--- config.mk ---
export PLATFORM = sky130hd
export DESIGN_NAME = umni_aquisicao_flat
export DESIGN_NICKNAME = d
export VERILOG_FILES = /design/src/rtl/umni_aquisicao_if.sv /design/src/rtl/umni_aquisicao.sv /design/src/flat_wrapper.sv
export SDC_FILE = /design/constraint.sdc
export NUM_CORES = 1
export LEC_CHECK = 0
export ABC_AREA = 1
export CORE_UTILIZATION = 64
export CTS_CLUSTER_SIZE = 25
export DETAILED_ROUTE_END_ITERATION = 8
export GPL_TIMING_DRIVEN = 0
export PLACE_DENSITY = 0.86
export SLEW_MARGIN = 10
export SYNTH_ARGS = -nofsm -noshare
export SYNTH_HDL_FRONTEND = slang
export SYNTH_SLANG_ARGS = --single-unit
--- constraint.sdc ---
create_clock -name clock_geral -period 10.97 [get_ports clock_geral]
set_input_delay 2.194 -clock clock_geral [delete_from_list [all_inputs] [get_ports clock_geral]]
set_output_delay 2.194 -clock clock_geral [all_outputs]
set_load 0.05 [all_outputs]
--- src/rtl/umni_aquisicao_if.sv ---
// umni_aquisicao_if
// Bundles the sensor inputs and the acquisition results of umni_aquisicao.
//   master : drives sensor1..sensor4, observes the results (environment / bench)
//   slave  : the acquisition block itself
// Signals:
//   sensor1..sensor4       raw humidity readings, 7-bit unsigned
//   umidade_atual_media    mean of the valid sensors of the last accepted sample
//   umidade_atual_temporal mean of the last up-to-4 accepted sample means
//   media_valida           one-cycle pulse when umidade_atual_temporal updates
//   sensores_ok            per-sensor validity at the last sample event (bit0 = sensor1)
//   janela_cheia           window holds 4 entries
//   falha_sensor           block is in the FALHA state
//   estado                 current FSM state (debug visibility)
// Handshake: media_valida is a valid-only strobe with no ready; the consumer
// must take umidade_atual_temporal in the single cycle media_valida is high.
interface umni_aquisicao_if;
    logic [6:0] sensor1;
    logic [6:0] sensor2;
    logic [6:0] sensor3;
    logic [6:0] sensor4;
    logic [6:0] umidade_atual_media;
    logic [6:0] umidade_atual_temporal;
    logic       media_valida;
    logic [3:0] sensores_ok;
    logic       janela_cheia;
    logic       falha_sensor;
    logic [1:0] estado;

    modport master (
        output sensor1, sensor2, sensor3, sensor4,
        input  umidade_atual_media, umidade_atual_temporal, media_valida,
        input  sensores_ok, janela_cheia, falha_sensor, estado
    );

    modport slave (
        input  sensor1, sensor2, sensor3, sensor4,
        output umidade_atual_media, umidade_atual_temporal, media_valida,
        output sensores_ok, janela_cheia, falha_sensor, estado
    );
endinterface

--- src/rtl/umni_aquisicao.sv ---
// umni_aquisicao
// Humidity acquisition front end. Every DIV_AMOSTRA clocks the four sensors
// are registered and screened against LIMITE_MAX; the mean of the valid ones
// is pushed into a 4-entry window whose mean feeds the downstream controller.
// Three consecutive samples with no valid sensor put the block in FALHA.
// Ports:
//   clock_geral  block clock, rising edge
//   reset_n      asynchronous active-low reset
//   bus          umni_aquisicao_if.slave (sensors in, results out)
// Pipeline: sample edge E registers sensors; E+1 computes the sample mean and
// pushes the window; E+2 computes the window mean and pulses media_valida.
module umni_aquisicao #(
    parameter int DIV_AMOSTRA = 4,
    parameter int LIMITE_MAX  = 100
) (
    input logic            clock_geral,
    input logic            reset_n,
    umni_aquisicao_if.slave bus
);
    localparam int             CW      = $clog2(DIV_AMOSTRA);
    localparam logic [CW-1:0]  CNT_MAX = CW'(DIV_AMOSTRA - 1);
    localparam logic [6:0]     LIM     = 7'(LIMITE_MAX);

    typedef enum logic [1:0] {
        VAZIO    = 2'd0,
        ENCHENDO = 2'd1,
        CHEIO    = 2'd2,
        FALHA    = 2'd3
    } estado_t;

    estado_t       estado;
    logic [CW-1:0] cnt;
    logic [6:0]    leitura [4];
    logic [3:0]    ok;
    logic          fase1;
    logic          fase2;
    logic [6:0]    janela [4];
    logic [2:0]    nivel;
    logic [1:0]    rej;
    logic [6:0]    media;
    logic [6:0]    temporal;
    logic          valida;
    logic          cheia;
    logic          falha;

    logic          amostra;
    logic [8:0]    soma_amostra;
    logic [2:0]    n_validos;
    logic [6:0]    media_calc;
    logic [8:0]    soma_janela;
    logic [6:0]    temporal_calc;
    logic [2:0]    nivel_prox;

    assign amostra = (cnt == CNT_MAX);

    // Mean of the readings registered at the last sample event.
    always_comb begin
        soma_amostra = '0;
        n_validos    = '0;
        for (int i = 0; i < 4; i++) begin
            if (ok[i]) begin
                soma_amostra = soma_amostra + {2'b00, leitura[i]};
                n_validos    = n_validos + 3'd1;
            end
        end
        case (n_validos)
            3'd4:    media_calc = soma_amostra[8:2];
            3'd3:    media_calc = 7'(soma_amostra / 9'd3);
            3'd2:    media_calc = soma_amostra[7:1];
            3'd1:    media_calc = soma_amostra[6:0];
            default: media_calc = '0;
        endcase
    end

    // Slots beyond the fill level are always zero, so all four can be summed.
    always_comb begin
        soma_janela = {2'b00, janela[0]} + {2'b00, janela[1]}
                    + {2'b00, janela[2]} + {2'b00, janela[3]};
        case (nivel)
            3'd4:    temporal_calc = soma_janela[8:2];
            3'd3:    temporal_calc = 7'(soma_janela / 9'd3);
            3'd2:    temporal_calc = soma_janela[7:1];
            3'd1:    temporal_calc = soma_janela[6:0];
            default: temporal_calc = '0;
        endcase
        nivel_prox = (nivel == 3'd4) ? 3'd4 : nivel + 3'd1;
    end

    always_ff @(posedge clock_geral or negedge reset_n) begin
        if (!reset_n) begin
            estado   <= VAZIO;
            cnt      <= '0;
            ok       <= '0;
            fase1    <= 1'b0;
            fase2    <= 1'b0;
            nivel    <= '0;
            rej      <= '0;
            media    <= '0;
            temporal <= '0;
            valida   <= 1'b0;
            cheia    <= 1'b0;
            falha    <= 1'b0;
            for (int i = 0; i < 4; i++) begin
                leitura[i] <= '0;
                janela[i]  <= '0;
            end
        end else begin
            cnt    <= amostra ? '0 : cnt + 1'b1;
            fase1  <= amostra;
            fase2  <= 1'b0;
            valida <= 1'b0;

            if (amostra) begin
                leitura[0] <= bus.sensor1;
                leitura[1] <= bus.sensor2;
                leitura[2] <= bus.sensor3;
                leitura[3] <= bus.sensor4;
                ok <= {bus.sensor4 <= LIM, bus.sensor3 <= LIM,
                       bus.sensor2 <= LIM, bus.sensor1 <= LIM};
            end

            if (fase2) begin
                temporal <= temporal_calc;
                valida   <= 1'b1;
            end

            if (fase1) begin
                if (|ok) begin
                    media     <= media_calc;
                    janela[0] <= media_calc;
                    janela[1] <= janela[0];
                    janela[2] <= janela[1];
                    janela[3] <= janela[2];
                    nivel     <= nivel_prox;
                    rej       <= '0;
                    fase2     <= 1'b1;
                    cheia     <= (nivel_prox == 3'd4);
                    falha     <= 1'b0;
                    estado    <= (nivel_prox == 3'd4) ? CHEIO : ENCHENDO;
                end else begin
                    // Reject counter saturates so FALHA is held by further rejects.
                    if (rej != 2'd3) begin
                        rej <= rej + 2'd1;
                    end
                    if (rej >= 2'd2) begin
                        estado   <= FALHA;
                        nivel    <= '0;
                        temporal <= '0;
                        cheia    <= 1'b0;
                        falha    <= 1'b1;
                        for (int i = 0; i < 4; i++) begin
                            janela[i] <= '0;
                        end
                    end
                end
            end
        end
    end

    assign bus.umidade_atual_media    = media;
    assign bus.umidade_atual_temporal = temporal;
    assign bus.media_valida           = valida;
    assign bus.sensores_ok            = ok;
    assign bus.janela_cheia           = cheia;
    assign bus.falha_sensor           = falha;
    assign bus.estado                 = estado;
endmodule

--- src/flat_wrapper.sv ---
// flat-port wrapper written by rule: the top's interface ports become plain ports
module umni_aquisicao_flat 
#(
    parameter int DIV_AMOSTRA = 4,
    parameter int LIMITE_MAX  = 100
)
  (clock_geral, reset_n, bus_sensor1, bus_sensor2, bus_sensor3, bus_sensor4, bus_umidade_atual_media, bus_umidade_atual_temporal, bus_media_valida, bus_sensores_ok, bus_janela_cheia, bus_falha_sensor, bus_estado);
  umni_aquisicao_if bus_i ();
  input logic clock_geral;
  input logic reset_n;
  input wire logic [$bits(bus_i.sensor1)-1:0] bus_sensor1;
  input wire logic [$bits(bus_i.sensor2)-1:0] bus_sensor2;
  input wire logic [$bits(bus_i.sensor3)-1:0] bus_sensor3;
  input wire logic [$bits(bus_i.sensor4)-1:0] bus_sensor4;
  output wire logic [$bits(bus_i.umidade_atual_media)-1:0] bus_umidade_atual_media;
  output wire logic [$bits(bus_i.umidade_atual_temporal)-1:0] bus_umidade_atual_temporal;
  output wire logic [$bits(bus_i.media_valida)-1:0] bus_media_valida;
  output wire logic [$bits(bus_i.sensores_ok)-1:0] bus_sensores_ok;
  output wire logic [$bits(bus_i.janela_cheia)-1:0] bus_janela_cheia;
  output wire logic [$bits(bus_i.falha_sensor)-1:0] bus_falha_sensor;
  output wire logic [$bits(bus_i.estado)-1:0] bus_estado;
  assign bus_i.sensor1 = bus_sensor1;
  assign bus_i.sensor2 = bus_sensor2;
  assign bus_i.sensor3 = bus_sensor3;
  assign bus_i.sensor4 = bus_sensor4;
  assign bus_umidade_atual_media = bus_i.umidade_atual_media;
  assign bus_umidade_atual_temporal = bus_i.umidade_atual_temporal;
  assign bus_media_valida = bus_i.media_valida;
  assign bus_sensores_ok = bus_i.sensores_ok;
  assign bus_janela_cheia = bus_i.janela_cheia;
  assign bus_falha_sensor = bus_i.falha_sensor;
  assign bus_estado = bus_i.estado;
  umni_aquisicao #(.DIV_AMOSTRA(DIV_AMOSTRA), .LIMITE_MAX(LIMITE_MAX)) u_core (.clock_geral(clock_geral), .reset_n(reset_n), .bus(bus_i));
endmodule
==> metrics.txt, run 1 <==
top post-synthesis cells by count=nand2_1 (325), inv_1 (164), dfrtp_1 (88), nand3_1 (88), a21oi_1 (51); Worst slew margin=49.18%; NumNets Final=1231; Die W=110.4 µm; Clock Skew=9.239 ps; DRC Markers=0; DR iter-0 viols=435; FP Rows=39; Hold Path Depth=1; TritonRoute pass-1 iters=7; CP required=around 11000 ps; status=complete, no violations; crit path max fanout=10; final setup TNS=0 ps; max-cap violations=0; reg2reg path depth=65; final-report setup violation count=0; n_diodes=0; leading area contributor after synthesis=dfrtp_1; initial antenna violation count=0; final worst slack=2800 ps; global-route wire length before repair=29190 µm; number of non-filler instances in the completed layout=approximately 1300; dpl ws=3122 ps; CP Capture Type=flop; Routed WL=about 17000 µm; CP arrival=8450 ps; FF+latch count, synth=88; Final ANT Viol Nets=0; Synth Warn #=0; dpl cells=around 1300; CTS H-Tree Depth=3; Top FF cell, synth=dfrtp_1; Critical Path Start Type=flop; Area contributors post-synth=dfrtp_1 (29%), nand2_1 (16%), ha_1 (8.3%); DP HPWL=approximately 13000 µm; post-synthesis sequential area ratio=29.30%; CTS Buffer Depth=2; Pins Over Slew Limit=0; Period minus WS final=8170 ps; Routability Congestion=0.8901; cts repair resizes=0; vias in the first global route=6653; hold slack final=443.6 ps; via count=7184; Yosys cell types=51; Max Clock Freq=122.4 MHz; largest net degree at the start of global routing=51; period utilisation layout=74.48%; count leader, synth=nand2_1; Clk Latency, worst-skew pair=roughly 350 ps; area grow syn2layout=13.60%; Critical-path top delay cell=dfrtp_1; CTS tree=done; die area=0.01218 mm²; Synth Cell Area=0.007516 mm²; # hold bufs at CTS=0; Initial Util=between 60% and 70%; crit path kind=reg2reg; ys async rst share=100.0%; DR vias/cell=roughly 5.6; Root Driver=clkbuf_16; Final Hold Vio Count=0; syn_nets=~1200; total grt overflow=0; RSZ-0062 raised after global routing=no; core box area=0.01142 mm²; fraction of layout cells with a size suffix above 1=9.694%; Tot GR Track Use=30.42%; area share of the largest cell type after synthesis=just under 30%; CTS buffer count=9; Synth Instances=1076; Top cell by count, worst path=nand2_1; routed length per instance=13.32 µm; Least-Margin Pin Slew=about 750 ps; post-CTS setup buffer count=0; Largest stage delay, worst path=480 ps; port buffer count=52; io pins=53; clk slew on worst S/H paths=80 ps; die height=110.4 µm; Hold Crit Class=reg2reg; CTS Sinks=88; Post-synth EDFFs=0; Mapped Avg Cell Area=6.985 µm²
[cells by family after synthesis]
group	after synthesis	share of synthesized area [%]
fa+ha+maj	61	11.25
compound gates	159	12.77
flops	88	29.30
xor+xnor	19	2.214
simple gates	560	34.79
buf+inv	189	9.672
[critical path, delay by kind of cell (launching register included)]
family / cells / cell delay [ps]
AOI/OAI and AO/OA: 3 / 490
buffers and inverters: 12 / 1040
DFF: 1 / 480
adders and majority gates: 6 / 1590
xor gates and xnor gates: 1 / 200
and+or+nand+nor: 43 / 4300
[flip-flops by register name, summed over array words and instances, names as in the netlist, 2 cells and up]
| signal | flops |
|---|---|
| u_core.bus.estado | 2 |
| u_core.bus.umidade_atual_media | 7 |
| u_core.leitura | 28 |
| u_core.janela | 28 |
| u_core.cnt | 2 |
| u_core.rej | 2 |
| u_core.nivel | 3 |
| u_core.bus.sensores_ok | 4 |
| u_core.bus.umidade_atual_temporal | 7 |
[cell usage in the layout, fill, tap and decap left out, drive strengths merged, types with 28 or more instances in the layout]
cell	count
a21oi	51
clkdlybuf4s50	51
dfrtp	88
ha	50
inv	174
nand2	366
nand3	104
nor2	53
o21ai	50
o22ai	28
[layer usage]
layer,wire length [µm],global-route usage (%),vias up
met5,0,0,-
met3,604,3.645,30
met1,7720,39.40,3332
met4,291,9.492,0
met2,8536,53.02,179
li1,-,-,3643
[worst paths after layout]
path	start	to	slack, ps
max in group asynchronous	reset_n	u_core.leitura[1]$_DFFE_PN0P_	8510
min in group asynchronous	reset_n	u_core.janela[6]$_DFFE_PN0P_	1830
max	u_core.bus.sensores_ok[0]$_DFFE_PN0P_	u_core.bus.umidade_atual_media[0]$_DFFE_PN0P_	2800
min	u_core.cnt[0]$_DFF_PN0_	u_core.cnt[0]$_DFF_PN0_	440
min reg2reg	u_core.cnt[0]$_DFF_PN0_	u_core.cnt[0]$_DFF_PN0_	440
max reg2reg	u_core.bus.sensores_ok[0]$_DFFE_PN0P_	u_core.bus.umidade_atual_media[0]$_DFFE_PN0P_	2800
[stage by stage]
stage	area [µm²]	utilization, %
6_report	8538	74.78
5_1_grt	8538	74.78
4_1_cts	8538	74.78
3_5_place_dp	8240	72.17
3_3_place_gp	8215	71.95
2_1_floorplan	7516	-
[area by class of cell]
type                            instances  area [µm²]
Timing Repair Buffer                   53       545.5
Fill cell                             883        2880
Inverter                              170       640.6
Multi-Input combinational cell        799        4587
Sequential cell                        88        2202
Clock inverter                          7       72.57
Tap cell                              143       178.9
Buffer                                 19       86.33
Clock buffer                            9       225.2
Power of run 1 is left out: the tool's default activity adds up to more than one toggle a clock period on the data nets, which glitch-free logic cannot reach.
==> inputs of run 2 (changes only) <==
- CORE_UTILIZATION: 64 -> 61
- PLACE_DENSITY: 0.86 -> 0.82
- clock period: 10.97 -> 7.8 ns (I/O delays scaled with it)
==> run 2 against run 1 <==
Critical path depth rose by 4. Sequential cell count did not move. Cell count is 1.7% higher. Cell area is 3.8% higher. Setup slack got worse by 2300 ps.
==> metrics.txt, run 2 (synthesis gave the netlist of run 1 again) <==
die height=113 µm (+2.4%); port buffer count=52 (unchanged); total grt overflow=0 (unchanged); clk slew on worst S/H paths=70 ps (about the same); vias in the first global route=6463 (-2.9%); max-cap violations=0 (unchanged); global-route wire length before repair=28740 µm (-1.6%); final design utilization=73.77% (-1.0 points); period utilisation layout=94.12% (+20 points); final-report setup violation count=0 (unchanged); Final Hold Vio Count=0 (unchanged); Tot GR Track Use=27.61% (-2.8 points); DR vias/cell=5.487 (-1.6%); Final ANT Viol Nets=0 (unchanged); io pins=53 (unchanged); routed length per instance=13.28 µm (-0.26%); n_diodes=0 (unchanged); status=complete, no violations; CP Capture Type=flop; CP required=8040 ps (-3210 ps); Setup crit start=u_core.bus.sensores_ok[0]$_DFFE_PN0P_; CTS tree=done; Critical-path top delay cell=dfrtp_2; Routed WL=17400 µm (+1.4%); crit path kind=reg2reg; DP HPWL=13280 µm (-1.6%); FP Rows=40 (+2.6%); Worst R2R Start=u_core.bus.sensores_ok[0]$_DFFE_PN0P_; area grow syn2layout=17.90%; Initial Util=62.57% (-3.3 points); Root Driver=clkbuf_16; DR iter-0 viols=372 (-14%); CTS Buffer Depth=2 (unchanged); Hold Crit Start=u_core.cnt[0]$_DFF_PN0_; Die W=113 µm (+2.4%); Critical Path Start Type=flop; CTS buffer count=9 (unchanged); die area=0.01277 mm² (+4.8%); Routability Congestion=0.8782 (-1.3%); Pins Over Slew Limit=0 (unchanged); CTS H-Tree Depth=3 (unchanged); most common cell after layout, fill and taps aside=nand2_1; CP arrival=7580 ps (-870 ps); Period minus WS final=7341 ps (-828.9 ps); initial antenna violation count=0 (unchanged); DRC Markers=0 (unchanged); Clock Skew=9.296 ps (+0.05657 ps); Max Clock Freq=136.2 MHz (+11%); most frequent cells in the layout=nand2_1 (318), inv_1 (162), dfrtp_1 (87); via count=7188 (+0.056%); biggest regs=u_core.janela (28), u_core.leitura (28); core box area=0.01201 mm² (+5.2%); Hold Crit Class=reg2reg; largest net degree at the start of global routing=46 (-9.8%); Worst slew margin=51.08% (+1.9 points); Least-Margin Pin Slew=726.1 ps (-28.28 ps); Clk Latency, worst-skew pair=350 ps (about the same); TritonRoute pass-1 iters=6 (-1); Largest stage delay, worst path=450 ps (-30 ps); NumNets Final=1249 (+1.5%); crit path max fanout=8 (-2); Top cell by count, worst path=nand2_1; fraction of layout cells with a size suffix above 1=13.76% (+4.1 points); CTS Sinks=88 (unchanged)
run 2: area by class of cell:
cell class | instances | area (µm²)
Fill cell | 981 | 3151
Sequential cell | 88 | 2203
Timing Repair Buffer | 71 | 680.7
Inverter | 170 | 640.6
Clock inverter | 6 | 43.79
Multi-Input combinational cell | 799 | 4780
Buffer | 19 | 90.09
Clock buffer | 10 | 239.0
Tap cell | 147 | 183.9
run 2: worst paths after layout:
kind / endpoint / slack, ps / depth (start not counted)
min in group asynchronous: u_core.janela[6]$_DFFE_PN0P_ / 1210 / 1
hold reg to reg: u_core.cnt[0]$_DFF_PN0_ / 440 / 1
hold / removal: u_core.cnt[0]$_DFF_PN0_ / 440 / 1
setup reg to reg: u_core.bus.umidade_atual_media[0]$_DFFE_PN0P_ / 460 / 69
max in group asynchronous: u_core.leitura[5]$_DFFE_PN0P_ / 5970 / 2
setup / recovery: u_core.bus.umidade_atual_media[0]$_DFFE_PN0P_ / 460 / 69
run 2: worst max-delay path: cells and delay by family, from the launching register on:
| family | cells | cell delay, ps |
|---|---|---|
| buffers and inverters | 14 | 1020 |
| DFF | 1 | 450 |
| adders and majority gates | 6 | 1250 |
| xor gates and xnor gates | 1 | 170 |
| AOI/OAI and AO/OA | 4 | 590 |
| and+or+nand+nor | 44 | 3760 |
run 2: metrics by stage:
step                area [µm²]  TNS (ps)  cells  worst slack, ps  hold WS [ps]
floorplan                 7516         0   1076            836.7         403.1
global placement          8220         0   1275            124.3         418.8
detailed placement        8245    -10.18   1276           -5.507         429.1
CTS                       8537         0   1293            80.98         439.2
global route              8861    -248.4   1310           -127.0         466.8
finish                    8861         0   1310            458.9         438.7
run 2: per-layer routing:
| layer | track usage [%] | up-vias | part of all wire [%] |
|---|---|---|---|
| li1 | - | 3681 | - |
| met1 | 36.74 | 3316 | 46 |
| met2 | 46.67 | 157 | 48 |
| met3 | 3.160 | 34 | 3.0 |
| met4 | 10.00 | 0 | 2.2 |
| met5 | 0 | - | 0 |
run 2: repair_timing:
action	4_1_cts	5_1_grt
pin swaps	1	15
setup buffers	1	17
hold buffers	0	0
endpoints found under the hold margin	0	0
setup endpoints to repair	2	4
gates resized for setup	1	43
Power of run 2 is left out for the same reason.
==> inputs of run 3 (changes only) <==
- ABC_AREA: 1 -> not set
==> run 3 against run 2 <==
The run now ends with DRC, setup timing left. Maximum frequency fell by 17%. Clock-buffer cell count did not move. Sequential cell count did not move. Critical path type unchanged.
==> metrics.txt, run 3 <==
Routed WL=31670 µm (+82%); Initial Util=62.70% (+0.13 points); Tot GR Track Use=39.55% (+12 points); CTS tree=done; ys async rst share=100.0% (unchanged); Top cell by count, worst path=ha_4; crit path kind=reg2reg; CTS Sinks=88 (unchanged); fraction of layout cells with a size suffix above 1=25.06% (+11 points); met1 usage=47.07% (+10 points); FP Rows=42 (+5.0%); CP arrival=9060 ps (+1480 ps); port buffer count=52 (unchanged); Hold EP=u_core.cnt[0]$_DFF_PN0_; M3 GR Usage=10.15% (+7.0 points); Most Crowded Layer GR=met2; Final ANT Viol Nets=0 (unchanged); max-cap violations=0 (unchanged); post-synthesis sequential area ratio=26.41% (-2.9 points); Post-synth EDFFs=0 (unchanged); NumNets Final=1267 (+1.4%); Hold Crit Start=u_core.cnt[0]$_DFF_PN0_; DR vias/cell=7.215 (+31%); RSZ-0062 raised after global routing=yes; area share of the largest cell type after synthesis=26.41% (-2.9 points); Pins Over Slew Limit=0 (unchanged); Critical-path top delay cell=o21ai_0; Hold Crit Class=reg2reg; syn_nets=1089 (-6.7%); most common cell after layout, fill and taps aside=buf_4; Max Clock Freq=113.3 MHz (-17%); Yosys cell types=101 (+98%); Clk Latency, worst-skew pair=380 ps (+30 ps); top post-synthesis cells by count=nand2_1 (100), dfrtp_1 (88), nor2_1 (81), inv_1 (64), o21ai_0 (57); Synth Cell Area=0.008337 mm² (+11%); area grow syn2layout=30.75%; vias in the first global route=8917 (+38%); status=complete, but fails checks; biggest regs=u_core.janela (28), u_core.leitura (28); DR iter-0 viols=1639 (+340%); CTS buffer count=9 (unchanged); Period minus WS final=8826 ps (+1485 ps); Hold Path Depth=1 (unchanged); DP HPWL=16140 µm (+22%); initial antenna violation count=0 (unchanged); Critical Path Start Type=flop; Buf/Inv on CP=3 (-11); Root Driver=clkbuf_16; Least-Margin Pin Slew=1056 ps (+329.5 ps); Area contributors post-synth=dfrtp_1 (26%), ha_1 (7.5%), mux2_2 (4.9%); Crit Reg-Reg Endpoint=u_core.bus.umidade_atual_media[0]$_DFFE_PN0P_; internal reg-to-reg setup slack=-1030 ps (-1480 ps); crit path max fanout=7 (-1); total grt overflow=0 (unchanged); Final Hold Vio Count=0 (unchanged); multi-input logic area=0.006291 mm² (+32%); core box area=0.01330 mm² (+11%); largest net degree at the start of global routing=65 (+41%); global-route wire length before repair=44340 µm (+54%); count leader, synth=nand2_1; Worst R2R Start=u_core.bus.sensores_ok[0]$_DFFE_PN0P_; CTS H-Tree Depth=3 (unchanged); clk slew on worst S/H paths=90 ps (+20 ps); period utilisation layout=113.1% (+19 points); Top FF cell, synth=dfrtp_1; TritonRoute pass-1 iters=9 (+3); # hold bufs at CTS=0 (unchanged); Synth Instances=998 (-7.2%); Clock Skew=24.99 ps (+15.69 ps); io pins=53 (unchanged); DRC Markers=112 (+112); failing checks=DRC, setup timing; Routability Congestion=1.021 (+16%); final design utilization=81.99% (+8.2 points); routed length per instance=23.34 µm (+76%); Mapped Avg Cell Area=8.353 µm² (+20%); CP top delay family=compound AO/OA/AOI/OAI gates; CP Capture Type=flop; Worst slew margin=28.86% (-22 points); Fill cells=743 (-24%); final-report setup violation count=8 (+8); cell count along the critical path=38 (-45%); n_diodes=0 (unchanged); leading area contributor after synthesis=dfrtp_1; die height=118.9 µm (+5.2%); FF+latch count, synth=88 (unchanged); FF/Latch Area=0.002203 mm² (unchanged); Largest stage delay, worst path=560 ps (+110 ps); CTS Buffer Depth=2 (unchanged); CP required=8030 ps (about the same); die area=0.01414 mm² (+11%); reg2reg path depth=38 (-45%); global-route met2 utilization=63.93% (+17 points); via count=9791 (+36%); Synth Warn #=0 (unchanged); final worst slack=-1026 ps (-1485 ps); most frequent cells in the layout=buf_4 (114), nand2_1 (95), dfrtp_1 (87); Die W=118.9 µm (+5.2%)
==> run 3: cell types whose count changed after synthesis, sizes merged, moves of 13 or more <==
cell    previous run  this run
mux2i              0        13
xnor2              9        23
nor2              53        82
nand3            104        38
inv              170        66
nand2            366       101
o22ai             28        11
a21o               0        24
nor3               3        27
clkbuf            12        26
mux2               0        38
a211oi             0        14
o31ai              0        19
==> run 3: timing repair <==
item,in CTS,in global routing
setup buffers,95,20
endpoints found under the hold margin,0,0
gates resized for setup,38,52
setup endpoints to repair,6,9
pin swaps,35,43
==> run 3: worst max-delay path by stage <==
stage / start / end / slack (ps)
global placement: u_core.bus.sensores_ok[0]$_DFFE_PN0P_ / u_core.janela[21]$_DFFE_PN0P_ / -1240
floorplan: u_core.bus.sensores_ok[0]$_DFFE_PN0P_ / u_core.janela[21]$_DFFE_PN0P_ / -420
global route: u_core.bus.sensores_ok[0]$_DFFE_PN0P_ / u_core.bus.umidade_atual_media[0]$_DFFE_PN0P_ / -1180
finish: u_core.bus.sensores_ok[0]$_DFFE_PN0P_ / u_core.bus.umidade_atual_media[0]$_DFFE_PN0P_ / -1030
detailed placement: u_core.bus.sensores_ok[0]$_DFFE_PN0P_ / u_core.bus.umidade_atual_media[0]$_DFFE_PN0P_ / -1370
CTS: u_core.bus.sensores_ok[0]$_DFFE_PN0P_ / u_core.bus.umidade_atual_media[0]$_DFFE_PN0P_ / -480
==> run 3: worst register-to-register path: cells and delay by family, from the launching register on <==
family	cells	cell delay, ps
compound gates	11	2780
xor+xnor	3	660
fa+ha+maj	5	1280
buf+inv	3	390
flops	1	420
mux	3	650
simple gates	13	2490
==> run 3: kinds of logic (layout without fill, tap and decap cells) <==
logic type	count (synthesis)	in the layout	synth area share, %
xor+xnor	36	36	4.127
buf+inv	112	295	5.373
simple gates	345	345	20.88
mux	51	51	6.784
flops	88	88	26.41
fa+ha+maj	63	63	10.39
compound gates	303	303	26.04
==> run 3: per-layer routing <==
metal  vias up  share of wire (%)
li1       4057                  -
met1      4556                 35
met2       839                 45
met3       339                 11
met4         0                9.2
met5         -                  0
==> run 3: area by class of cell <==
type	count	area share (%)
tap	176	2.020
clock inverter	6	0.6887
sequential	88	20.21
clock buffer	10	2.101
inverter	68	2.376
timing repair buffer	168	13.03
multi-input combinational	798	57.71
buffer	43	1.859
==> run 3: per-stage QoR <==
stage | cell area (µm²) | worst slack, ps | TNS, ps | hold slack (ps) | std cells
floorplan | 8466 | -421.2 | -830.5 | 403.1 | 998
global placement | 9206 | -1244 | -4625 | 421.5 | 1226
detailed placement | 9238 | -1370 | -5190 | 444.6 | 1227
CTS | 10470 | -475.9 | -1535 | 455.0 | 1337
global route | 10900 | -1176 | -5051 | 476.0 | 1357
finish | 10900 | -1026 | -4080 | 482.3 | 1357
Power of run 3 is left out for the same reason.
